File: config.mk
export PLATFORM = sky130hd
export DESIGN_NAME = uart_tx_byte
export DESIGN_NICKNAME = d
export VERILOG_FILES = /design/src/rtl/uart_pkg.sv /design/src/rtl/uart_baud_cnt.sv /design/src/rtl/uart_tx_byte.sv
export SDC_FILE = /design/constraint.sdc
export NUM_CORES = 1
export LEC_CHECK = 0
export ABC_CLOCK_PERIOD_IN_PS = 3000
export CORE_ASPECT_RATIO = 1.5
export CORE_UTILIZATION = 40
export DETAILED_ROUTE_END_ITERATION = 10
export SLEW_MARGIN = 20
export SYNTH_ARGS = -nofsm -noshare
export SYNTH_HDL_FRONTEND = slang
export SYNTH_SLANG_ARGS = --single-unit
File: constraint.sdc
create_clock -name clk -period 3 [get_ports clk]
set_input_delay 0.9 -clock clk [delete_from_list [all_inputs] [get_ports clk]]
set_output_delay 0.9 -clock clk [all_outputs]
set_load 0.005 [all_outputs]
File: src/rtl/uart_pkg.sv
// Shared UART definitions: frame states, data width and line levels.
// Used by the transmitter now and by the receiver later.
package uart_pkg;

   localparam int DATA_BITS = 8;

   localparam logic IDLE_LEVEL  = 1'b1;
   localparam logic START_LEVEL = 1'b0;
   localparam logic STOP_LEVEL  = 1'b1;

   typedef enum logic [1:0] {
      IDLE,
      START,
      DATA,
      STOP
   } uart_state_e;

endpackage

File: src/rtl/uart_baud_cnt.sv
// Bit-period counter: counts system clocks and strobes bit_done on the last
// clock of every bit period, wrapping straight back to zero so periods never drift.
module uart_baud_cnt #(
   parameter int CLKS_PER_BIT = 434
) (
   input  logic clk,
   input  logic rst_n,
   input  logic clr,
   input  logic en,
   output logic bit_done
);

   localparam int CNT_W = (CLKS_PER_BIT > 1) ? $clog2(CLKS_PER_BIT) : 1;
   localparam logic [CNT_W-1:0] CNT_MAX = CNT_W'(CLKS_PER_BIT - 1);

   logic [CNT_W-1:0] cnt_q;
   logic [CNT_W-1:0] cnt_d;

   assign bit_done = en && (cnt_q == CNT_MAX);

   // clr wins over en so a new frame always starts from a fresh period
   always_comb begin
      cnt_d = cnt_q;
      if (clr) begin
         cnt_d = '0;
      end else if (en) begin
         cnt_d = bit_done ? '0 : cnt_q + 1'b1;
      end
   end

   always_ff @(posedge clk or negedge rst_n) begin
      if (!rst_n) begin
         cnt_q <= '0;
      end else begin
         cnt_q <= cnt_d;
      end
   end

endmodule

File: src/rtl/uart_tx_byte.sv
// 8N1 UART transmitter: one character per valid/ready handshake, shifted out
// LSB first with start and stop bits; all outputs are registered.
module uart_tx_byte
   import uart_pkg::*;
#(
   parameter int CLKS_PER_BIT = 434
) (
   input  logic       clk,
   input  logic       rst_n,
   input  logic [7:0] tx_data,
   input  logic       tx_valid,
   output logic       tx_ready,
   output logic       tx,
   output logic       busy
);

   localparam logic [2:0] LAST_BIT = 3'(DATA_BITS - 1);

   uart_state_e state_q;
   logic        tx_q;
   logic        ready_q;
   logic        busy_q;
   logic [7:0]  shift_q;
   logic [2:0]  bitIdx_q;

   logic handshake;
   logic bitDone;

   assign handshake = tx_valid && ready_q;

   uart_baud_cnt #(
      .CLKS_PER_BIT(CLKS_PER_BIT)
   ) u_baud (
      .clk      (clk),
      .rst_n    (rst_n),
      .clr      (handshake),
      .en       (busy_q),
      .bit_done (bitDone)
   );

   // tx_q always holds the level for the state being entered, so the line
   // changes on the same edge as the state and each level lasts one full period
   always_ff @(posedge clk or negedge rst_n) begin
      if (!rst_n) begin
         state_q  <= IDLE;
         tx_q     <= IDLE_LEVEL;
         ready_q  <= 1'b1;
         busy_q   <= 1'b0;
         shift_q  <= '0;
         bitIdx_q <= '0;
      end else begin
         case (state_q)
            IDLE: begin
               if (handshake) begin
                  state_q  <= START;
                  tx_q     <= START_LEVEL;
                  ready_q  <= 1'b0;
                  busy_q   <= 1'b1;
                  shift_q  <= tx_data;
                  bitIdx_q <= '0;
               end
            end
            START: begin
               if (bitDone) begin
                  state_q  <= DATA;
                  tx_q     <= shift_q[0];
                  bitIdx_q <= '0;
               end
            end
            DATA: begin
               if (bitDone) begin
                  shift_q <= {1'b0, shift_q[7:1]};
                  if (bitIdx_q == LAST_BIT) begin
                     state_q  <= STOP;
                     tx_q     <= STOP_LEVEL;
                     bitIdx_q <= '0;
                  end else begin
                     tx_q     <= shift_q[1];
                     bitIdx_q <= bitIdx_q + 3'd1;
                  end
               end
            end
            STOP: begin
               if (bitDone) begin
                  state_q <= IDLE;
                  tx_q    <= IDLE_LEVEL;
                  ready_q <= 1'b1;
                  busy_q  <= 1'b0;
               end
            end
            default: begin
               state_q <= IDLE;
               tx_q    <= IDLE_LEVEL;
               ready_q <= 1'b1;
               busy_q  <= 1'b0;
            end
         endcase
      end
   end

   assign tx       = tx_q;
   assign tx_ready = ready_q;
   assign busy     = busy_q;

endmodule

==> results of run 1 <==
==> per-layer routing <==
metal / global-route usage, % / part of all wire (%) / wire length [um] / vias to the layer above
met2: 29.2 / 54 / 1360 / 11
li1: - / - / - / 476
met4: 8.33 / 2.0 / 51 / 0
met1: 16.6 / 41 / 1040 / 463
met3: 2.79 / 2.0 / 51 / 4
met5: 0 / 0 / 0 / -
==> worst max-delay path: cells and delay by family <==
| kind | cells | cell delay (ns) |
|---|---|---|
| AOI/OAI and AO/OA | 1 | 0.30 |
| buffers and inverters | 1 | 0.50 |
| muxes | 1 | 0.37 |
| and+or+nand+nor | 2 | 0.41 |
==> registers in the layout, summed over array words and instances, names as in the netlist <==
signal        flops
tx                1
shift_q           8
u_baud.cnt_q      9
tx_ready          1
busy              1
bitIdx_q          3
state_q           2
==> power by group through the flow <==
stage | sequential (mW) | combinational (mW) | clock, mW
2_1_floorplan | 0.351 | 0.00969 | 0
3_3_place_gp | 0.351 | 0.0309 | 0
3_5_place_dp | 0.352 | 0.0312 | 0
4_1_cts | 0.345 | 0.0313 | 0.208
5_1_grt | 0.346 | 0.0342 | 0.216
6_report | 0.345 | 0.0304 | 0.198
==> stage by stage <==
stage	instance area [um2]	utilization (%)	setup WS, ns	hold WS, ns	power (mW)
floorplan	1440	-	0.880	0.452	0.360
global placement	1620	47.4	0.444	0.464	0.382
detailed placement	1620	47.4	0.387	0.477	0.383
CTS	1670	48.8	0.673	0.497	0.584
global route	1670	48.8	0.602	0.511	0.596
finish	1670	48.8	0.675	0.490	0.573
==> cells by family after synthesis <==
group,Yosys count
flops,25
compound gates,15
simple gates,38
buf+inv,11
fa+ha+maj,10
mux,22
xor+xnor,6
==> layout make-up <==
cell class | instances | area [um2]
fill | 338 | 1750
inverter | 8 | 30.0
tap | 42 | 52.6
clock buffer | 4 | 45.0
sequential | 25 | 628
multi-input combinational | 91 | 764
timing repair buffer | 15 | 145
==> path summary, 6_finish.rpt <==
check	slack, ns	to	start
worst max register to register	0.75	bitIdx_q[0]	u_baud.cnt_q[1]
worst min register to register	0.49	shift_q[7]	shift_q[7]
max in group asynchronous	1.72	tx	rst_n
worst max-delay path	0.68	shift_q[5]	tx_valid
min in group asynchronous	0.99	u_baud.cnt_q[2]	rst_n
worst min-delay path	0.49	shift_q[7]	shift_q[7]
==> layout by cell type, fill, tap and decap left out, types with 2 or more instances in the layout <==
cell and n:
nand3_1 5, nand4_1 2, mux2_1 7, clkdlybuf4s50_1 13, xnor2_1 2, and2_1 2, nor3_1 2, ha_1 10
dfrtp_1 23, nand2_1 9, nor2_1 8, mux2i_1 4, or3_1 2, buf_4 2, dfstp_2 2, clkbuf_8 3
xor2_1 4, o21ai_0 3, mux2_2 11, a21oi_1 4, inv_1 8
==> flow_summary_export.csv, run 1 <==
group,metric,value,unit
run_status,run_status,"completed",
logic_synthesis,synthTopCellsByArea,"dfrtp_1, ha_1, mux2_2",
floorplanning,coreArea,3420,um2
logic_synthesis,synth_top_family_by_area,"multiplexers",
global_routing,grt_start_max_net_pins,26,
clock_network,post_cts_resized,0,
pwr,p_sw,116,uW
logic_synthesis,post_synth_instance_area,1440,um2
logic_synthesis,ys_types,37,
setup_path,critPathRequiredTime,3.16,ns
logic_synthesis,synth_edf_count,0,
floorplanning,die_y,75.6,um
sta,fin_crit_sh,77.5,%
setup_path,worst-setup-path-type,"input port to register",
min_path,min_path_type,"register to register",
pwr,clockPowerShare,34.5,%
floorplanning,num_rows,26,
logic_synthesis,yosysMostFrequentCell,"dfrtp_1",
sta,finalSetupTns,0,ns
logic_synthesis,synth_compound_area_share,9.19,%
logic_synthesis,synth_cells,127,
logic_synthesis,synth_seq_cells,25,
clock_network,cts_tree,"built",
setup_path,crit_arrival,2.48,ns
detailed_routing,routedWlPerCell,13.5,um
setup_path,path_cells,"clkdlybuf4s50_1 > nand2_1 > and2_1 > a21oi_4 > mux2_2",
pwr,seq_power_share,60.2,%
sta,worst_pin_slew,0.326,ns
detailed_routing,final_antenna_net_count,0,
detailed_routing,drt_iter0_markers,19,
logic_synthesis,yosys.area.top_type,"dfrtp_1",
place,hpwlAfterDp,1940,um
sta,finalCriticalPeriod,2.32,ns
logic_synthesis,muxShareOfSynthArea,16.8,%
detailed_routing,drt-vias-per-instance,5.16,
pwr,p_comb_share,5.3,%
setup_path,r2r_cells,6,
sta,maxSlewHeadroom,78.3,%
logic_synthesis,async_flop_share,100,%
pwr,p_int,457,uW
logic_synthesis,yosys.area_share.simple,14.7,%
logic_synthesis,synth_nets,148,
clock_network,hold_buffers,0,
sta,rsz0062_at_grt,"false",
setup_path,endpoint_kind,"register",
setup_path,slowest_delay,0.50,ns
clock_network,post_cts_buffers,0,
floorplanning,die_w,51.0,um
setup_path,start_kind,"input port",
logic_synthesis,yosys_most_used_dff,"dfrtp_1",
layout,synthToLayoutAreaGrowth,15.4,%
global_routing,grt_use_total,15.7,%
pwr,switching_share,20.3,%
logic_synthesis,synthXorXnorAreaFrac,3.64,%
global_routing,grt_pass1_vias,1010,
floorplanning,pin_count,14,
layout,drive_gt1_share,16.8,%
global_routing,grt_overflow,0,
layout,fin_cells,185,
sta,finalHoldViolations,0,
detailed_routing,drc,0,
logic_synthesis,synth_top_area_share,39.9,%
logic_synthesis,ys_warn_count,0,
pwr,power.density,344,nW/um2
clock_network,cts_buffers,3,
clock_network,cts_root_buf,"clkbuf_8",
detailed_routing,drtPass1Iterations,3,
setup_path,cp_max_fo,8,
layout,finish.net_count,165,
pwr,p_leak,0.747,nW
setup_path,cp_slowest_cell,"clkdlybuf4s50_1",
logic_synthesis,synth-adder-area-share,8.67,%
clock_network,clockBufferDepth,2,
place,portBuffers,13,
min_path,hold_depth,1,
detailed_routing,vias,954,
detailed_routing,routed_wl,2500,um
run,cap_violations,0,
layout,n_antenna_cell,0,
floorplanning,start_util,42.2,%
floorplanning,dieArea,3860,um2
clock_network,htree_num_levels,1,
logic_synthesis,synth_seq_area_share,43.5,%
clock_network,clkTransAtPathRegs,0.08,ns
sta,fin_skew,0.00351,ns
clock_network,clock_sinks,25,
clock_network,worstSkewPairLatency,0.27,ns
sta,setup_violations,0,
global_routing,antenna_found_initial,0,
logic_synthesis,synth_commonest_cells,"dfrtp_1, mux2_2, ha_1",
place,gp_congestion,0.728,
global_routing,grt_pass1_wl,4460,um
sta,maxSlewViolCount,0,
sta,fmax,430,MHz
logic_synthesis,avgSynthCellArea,11.4,um2
pwr,max-vdd-ir-drop,0.000249,V
place,dp.cells,181,
Note: power is estimated with default switching activity, not from simulation.
==> run 2, diff against run 1 <==
--- a/config.mk
+++ b/config.mk
@@ -5,7 +5,7 @@
 export SDC_FILE = /design/constraint.sdc
 export NUM_CORES = 1
 export LEC_CHECK = 0
-export ABC_CLOCK_PERIOD_IN_PS = 3000
+export ABC_CLOCK_PERIOD_IN_PS = 2300
 export CORE_ASPECT_RATIO = 1.5
 export CORE_UTILIZATION = 40
 export DETAILED_ROUTE_END_ITERATION = 10
==> constraint.sdc (replaced) <==
create_clock -name clk -period 2.3 [get_ports clk]
set_input_delay 0.69 -clock clk [delete_from_list [all_inputs] [get_ports clk]]
set_output_delay 0.69 -clock clk [all_outputs]
set_load 0.005 [all_outputs]
==> flow_summary_export.csv, run 2 (same netlist as run 1, synthesis figures left out) <==
group,metric,value,unit
global_routing,antenna_found_initial,0,
layout,largest_reg_flops,9,
sta,setup_violations,0,
floorplanning,coreArea,3420,um2
setup_path,cp_max_fo,8,
detailed_routing,drt-vias-per-instance,5.20,
setup_path,start_kind,"register",
clock_network,worstSkewPairLatency,0.27,ns
min_path,min_path_type,"register to register",
detailed_routing,routedWlPerCell,14.9,um
pwr,p_leak,0.774,nW
place,portBuffers,13,
clock_network,post_cts_buffers,0,
floorplanning,start_util,42.2,%
setup_path,crit_arrival,2.34,ns
layout,final_cell_mix,"dfrtp_1, clkdlybuf4s50_1, mux2_2",
clock_network,htree_num_levels,1,
place,gp_congestion,0.818,
run,cap_violations,0,
sta,fin_crit_sh,94.9,%
pwr,max-vdd-ir-drop,0.000302,V
clock_network,post_cts_resized,0,
layout,largest_register,"u_baud.cnt_q",
setup_path,critPathRequiredTime,2.46,ns
sta,fmax,458,MHz
sta,finalHoldViolations,0,
layout,final_common_cell,"dfrtp_1",
min_path,min_to,"shift_q[2]",
setup_path,rr_startpoint,"u_baud.cnt_q[1]",
sta,finalSetupTns,0,ns
layout,finish.net_count,171,
detailed_routing,drt_iter0_markers,12,
floorplanning,pin_count,14,
sta,finalCriticalPeriod,2.18,ns
setup_path,r2r-end,"shift_q[4]",
clock_network,hold_buffers,0,
clock_network,cts_buffers,3,
layout,n_antenna_cell,0,
floorplanning,dieArea,3860,um2
sta,fin_skew,0.00539,ns
layout,drive_gt1_share,20.1,%
sta,maxSlewHeadroom,78.0,%
pwr,power.density,439,nW/um2
sta,rsz0062_at_grt,"false",
detailed_routing,final_antenna_net_count,0,
layout,top_regs,"u_baud.cnt_q: 9 flops, shift_q: 8 flops, bitIdx_q: 3 flops",
run_status,run_status,"completed",
floorplanning,die_y,75.6,um
global_routing,grt_overflow,0,
clock_network,clkTransAtPathRegs,0.09,ns
detailed_routing,drtPass1Iterations,3,
global_routing,grt_start_max_net_pins,26,
global_routing,grt_use_total,16.9,%
min_path,min-delay-start,"shift_q[2]",
setup_path,endpoint_kind,"register",
floorplanning,die_w,51.0,um
sta,worst_pin_slew,0.330,ns
setup_path,r2r_cells,6,
setup_path,r2r_slack,0.12,ns
detailed_routing,routed_wl,2840,um
sta,maxSlewViolCount,0,
clock_network,cts_tree,"built",
place,hpwlAfterDp,2120,um
clock_network,cts_root_buf,"clkbuf_8",
global_routing,grt_pass1_vias,1080,
detailed_routing,vias,993,
clock_network,clockBufferDepth,2,
floorplanning,num_rows,26,
detailed_routing,drc,0,
global_routing,grt_pass1_wl,4770,um
clock_network,clock_sinks,25,
setup_path,worst-setup-path-type,"register to register",
layout,synthToLayoutAreaGrowth,18.6,%
layout,final_util,50.1,%
min_path,hold_depth,1,
run 2: changes by cell type in the layout (fill, tap and decap cells not counted):
cell | previous run | this run
buf_4 | 2 | 8
run 2: how the worst max path moves through the flow:
stage	startpoint	to	slack [ns]	depth (start not counted)
after CTS	u_baud.cnt_q[1]	shift_q[6]	0.09	6
after floorplan	u_baud.cnt_q[1]	bitIdx_q[0]	0.18	7
after global routing	u_baud.cnt_q[1]	shift_q[2]	0.02	6
final	u_baud.cnt_q[1]	shift_q[4]	0.12	6
after global placement	tx_valid	shift_q[6]	0.02	5
after detailed placement	tx_valid	shift_q[4]	0.004	5
run 2: power breakdown:
part	internal, mW	total (mW)	leakage, nW	switching, mW
combinational	0.0268	0.0418	0.468	0.0150
sequential	0.446	0.450	0.283	0.00347
clock	0.124	0.258	0.0228	0.135
run 2: cell type report:
class | instances | area [um2]
Timing Repair Buffer | 21 | 190
Clock buffer | 4 | 45.0
Multi-Input combinational cell | 91 | 764
Tap cell | 42 | 52.6
Inverter | 8 | 30.0
Fill cell | 328 | 1710
Sequential cell | 25 | 628
run 2: critical path: stages, from the launching register on:
cell      delay [ns]
dfrtp_1         0.43
inv_1           0.09
ha_1            0.19
nand4b_4        0.12
or4_1           0.55
a21oi_4         0.32
mux2_2          0.37
run 2: routing by layer:
metal | up-vias | part of all wire [%] | track usage [%]
met5 | - | 0 | 0
met4 | 0 | 1.3 | 7.41
met3 | 4 | 2.1 | 2.79
met2 | 11 | 56 | 33.0
met1 | 494 | 40 | 17.4
li1 | 484 | - | -
run 2: stage by stage:
step                std cells  setup WS [ns]  power, mW  hold slack (ns)  instance area (um2)
global placement          187         0.0195      0.500            0.465                 1670
detailed placement        187        0.00406      0.502            0.475                 1670
CTS                       191         0.0907      0.765            0.496                 1710
global route              191         0.0228      0.779            0.529                 1710
floorplan                 127          0.180      0.470            0.394                 1440
finish                    191          0.116      0.750            0.491                 1710
==> run 3, diff against run 2 <==
--- a/config.mk
+++ b/config.mk
@@ -6,9 +6,12 @@
 export NUM_CORES = 1
 export LEC_CHECK = 0
 export ABC_CLOCK_PERIOD_IN_PS = 2300
+export CAP_MARGIN = 25
 export CORE_ASPECT_RATIO = 1.5
+export CORE_MARGIN = 2
 export CORE_UTILIZATION = 40
 export DETAILED_ROUTE_END_ITERATION = 10
+export RECOVER_POWER = 100
 export SLEW_MARGIN = 20
 export SYNTH_ARGS = -nofsm -noshare
 export SYNTH_HDL_FRONTEND = slang
==> flow_summary_export.csv, run 3 (same netlist as run 1, synthesis figures left out) <==
group,metric,value,unit
run_status,run_status,"completed",
layout,finish.net_count,171,
setup_path,cp_max_fo,8,
detailed_routing,vias,982,
layout,largest_reg_flops,9,
floorplanning,num_rows,26,
detailed_routing,top_layer,"met4",
floorplanning,coreArea,3420,um2
setup_path,r2r-end,"shift_q[4]",
detailed_routing,drc,0,
clock_network,worstSkewPairLatency,0.27,ns
clock_network,htree_num_levels,1,
setup_path,worst-setup-path-type,"register to register",
min_path,min_path_type,"register to register",
detailed_routing,routedWlPerCell,13.5,um
place,dp.cells,187,
min_path,min_to,"shift_q[7]",
global_routing,grt_use_total,15.2,%
pwr,max-vdd-ir-drop,0.000296,V
layout,top_regs,"u_baud.cnt_q: 9 flops, shift_q: 8 flops, bitIdx_q: 3 flops",
clock_network,cts_root_buf,"clkbuf_8",
sta,maxSlewHeadroom,58.9,%
min_path,hold_depth,1,
setup_path,start_kind,"register",
clock_network,clockBufferDepth,2,
place,gp_congestion,0.746,
detailed_routing,met1_length,1030,um
sta,finalSetupTns,0,ns
detailed_routing,routed_wl,2580,um
clock_network,clock_sinks,25,
layout,synthToLayoutAreaGrowth,17.0,%
setup_path,r2r_slack,0.15,ns
sta,maxSlewViolCount,0,
setup_path,critPathRequiredTime,2.46,ns
min_path,min-delay-start,"shift_q[7]",
place,hpwlAfterDp,2010,um
layout,final_common_cell,"dfrtp_1",
pwr,power.density,445,nW/um2
floorplanning,start_util,42.2,%
sta,finalCriticalPeriod,2.15,ns
setup_path,rr_startpoint,"state_q[0]",
clock_network,post_cts_buffers,0,
sta,rsz0062_at_grt,"false",
setup_path,endpoint_kind,"register",
floorplanning,pin_count,14,
sta,fin_ws,0.146,ns
clock_network,hold_buffers,0,
layout,largest_register,"u_baud.cnt_q",
layout,final_cell_mix,"dfrtp_1, mux2_2, ha_1, clkdlybuf4s50_1, nand2_1",
detailed_routing,drtPass1Iterations,4,
setup_path,crit_arrival,2.31,ns
global_routing,grt_start_max_net_pins,26,
detailed_routing,drt-vias-per-instance,5.14,
place,pre_cts_ws,-0.0274,ns
floorplanning,dieArea,4110,um2
layout,postLayoutCellArea,1690,um2
floorplanning,die_y,77.6,um
detailed_routing,wl_met2,1420,um
global_routing,grt_pass1_wl,4690,um
layout,final_util,49.4,%
clock_network,post_cts_resized,0,
clock_network,cts_buffers,3,
place,portBuffers,13,
global_routing,grt_overflow,0,
layout,n_antenna_cell,0,
sta,fin_skew,0.00287,ns
setup_path,r2r_cells,6,
detailed_routing,final_antenna_net_count,0,
run,cap_violations,0,
pwr,p_leak,0.754,nW
sta,setup_violations,0,
detailed_routing,drt_iter0_markers,4,
sta,fin_crit_sh,93.7,%
place,place_area,1670,um2
global_routing,antenna_found_initial,0,
clock_network,clkTransAtPathRegs,0.09,ns
layout,drive_gt1_share,18.8,%
sta,finalHoldViolations,0,
sta,fmax,464,MHz
clock_network,cts_tree,"built",
sta,worst_pin_slew,0.617,ns
floorplanning,die_w,53.0,um
global_routing,grt_pass1_vias,1057,
layout,fin_cells,191,
detailed_routing,wl_met3,71,um
-- run 3: layout make-up --
type	count	area, um2
fill	337	1730
multi-input combinational	91	748
sequential	25	628
timing repair buffer	21	184
tap	42	52.6
clock buffer	4	45.0
inverter	8	30.0
-- run 3: worst max-delay path: stages (launching register included) --
cell     delay, ns
dfrtp_1       0.43
inv_1         0.14
ha_1          0.23
nand4_1       0.10
or4_1         0.47
a21oi_4       0.30
mux2_2        0.37
-- run 3: through the flow --
| step | total power [mW] | hold slack, ns |
|---|---|---|
| floorplan | 0.470 | 0.394 |
| detailed placement | 0.501 | 0.475 |
| global route | 0.795 | 0.526 |
| finish | 0.752 | 0.487 |
| global placement | 0.500 | 0.465 |
| CTS | 0.765 | 0.496 |
-- run 3: where the power goes --
| group | switching [mW] | internal [mW] | total [mW] | leakage [nW] |
|---|---|---|---|---|
| clock network | 0.138 | 0.124 | 0.262 | 0.0228 |
| logic | 0.0141 | 0.0258 | 0.0399 | 0.448 |
| registers | 0.00368 | 0.446 | 0.450 | 0.284 |
-- run 3: worst max-delay path by stage --
stage,from,to,slack (ns),cells past startpoint
2_1_floorplan,u_baud.cnt_q[1],bitIdx_q[0],0.18,7
3_3_place_gp,tx_valid,shift_q[4],0.02,5
3_5_place_dp,tx_valid,shift_q[4],-0.03,5
4_1_cts,u_baud.cnt_q[1],shift_q[4],0.08,6
5_1_grt,state_q[0],shift_q[4],0.02,6
6_report,state_q[0],shift_q[4],0.15,6
-- run 3: metal layers --
layer,GRT usage [%],vias up
li1,-,485
met1,17.6,478
met2,26.5,15
met3,2.31,4
met4,6.92,0
met5,0,-
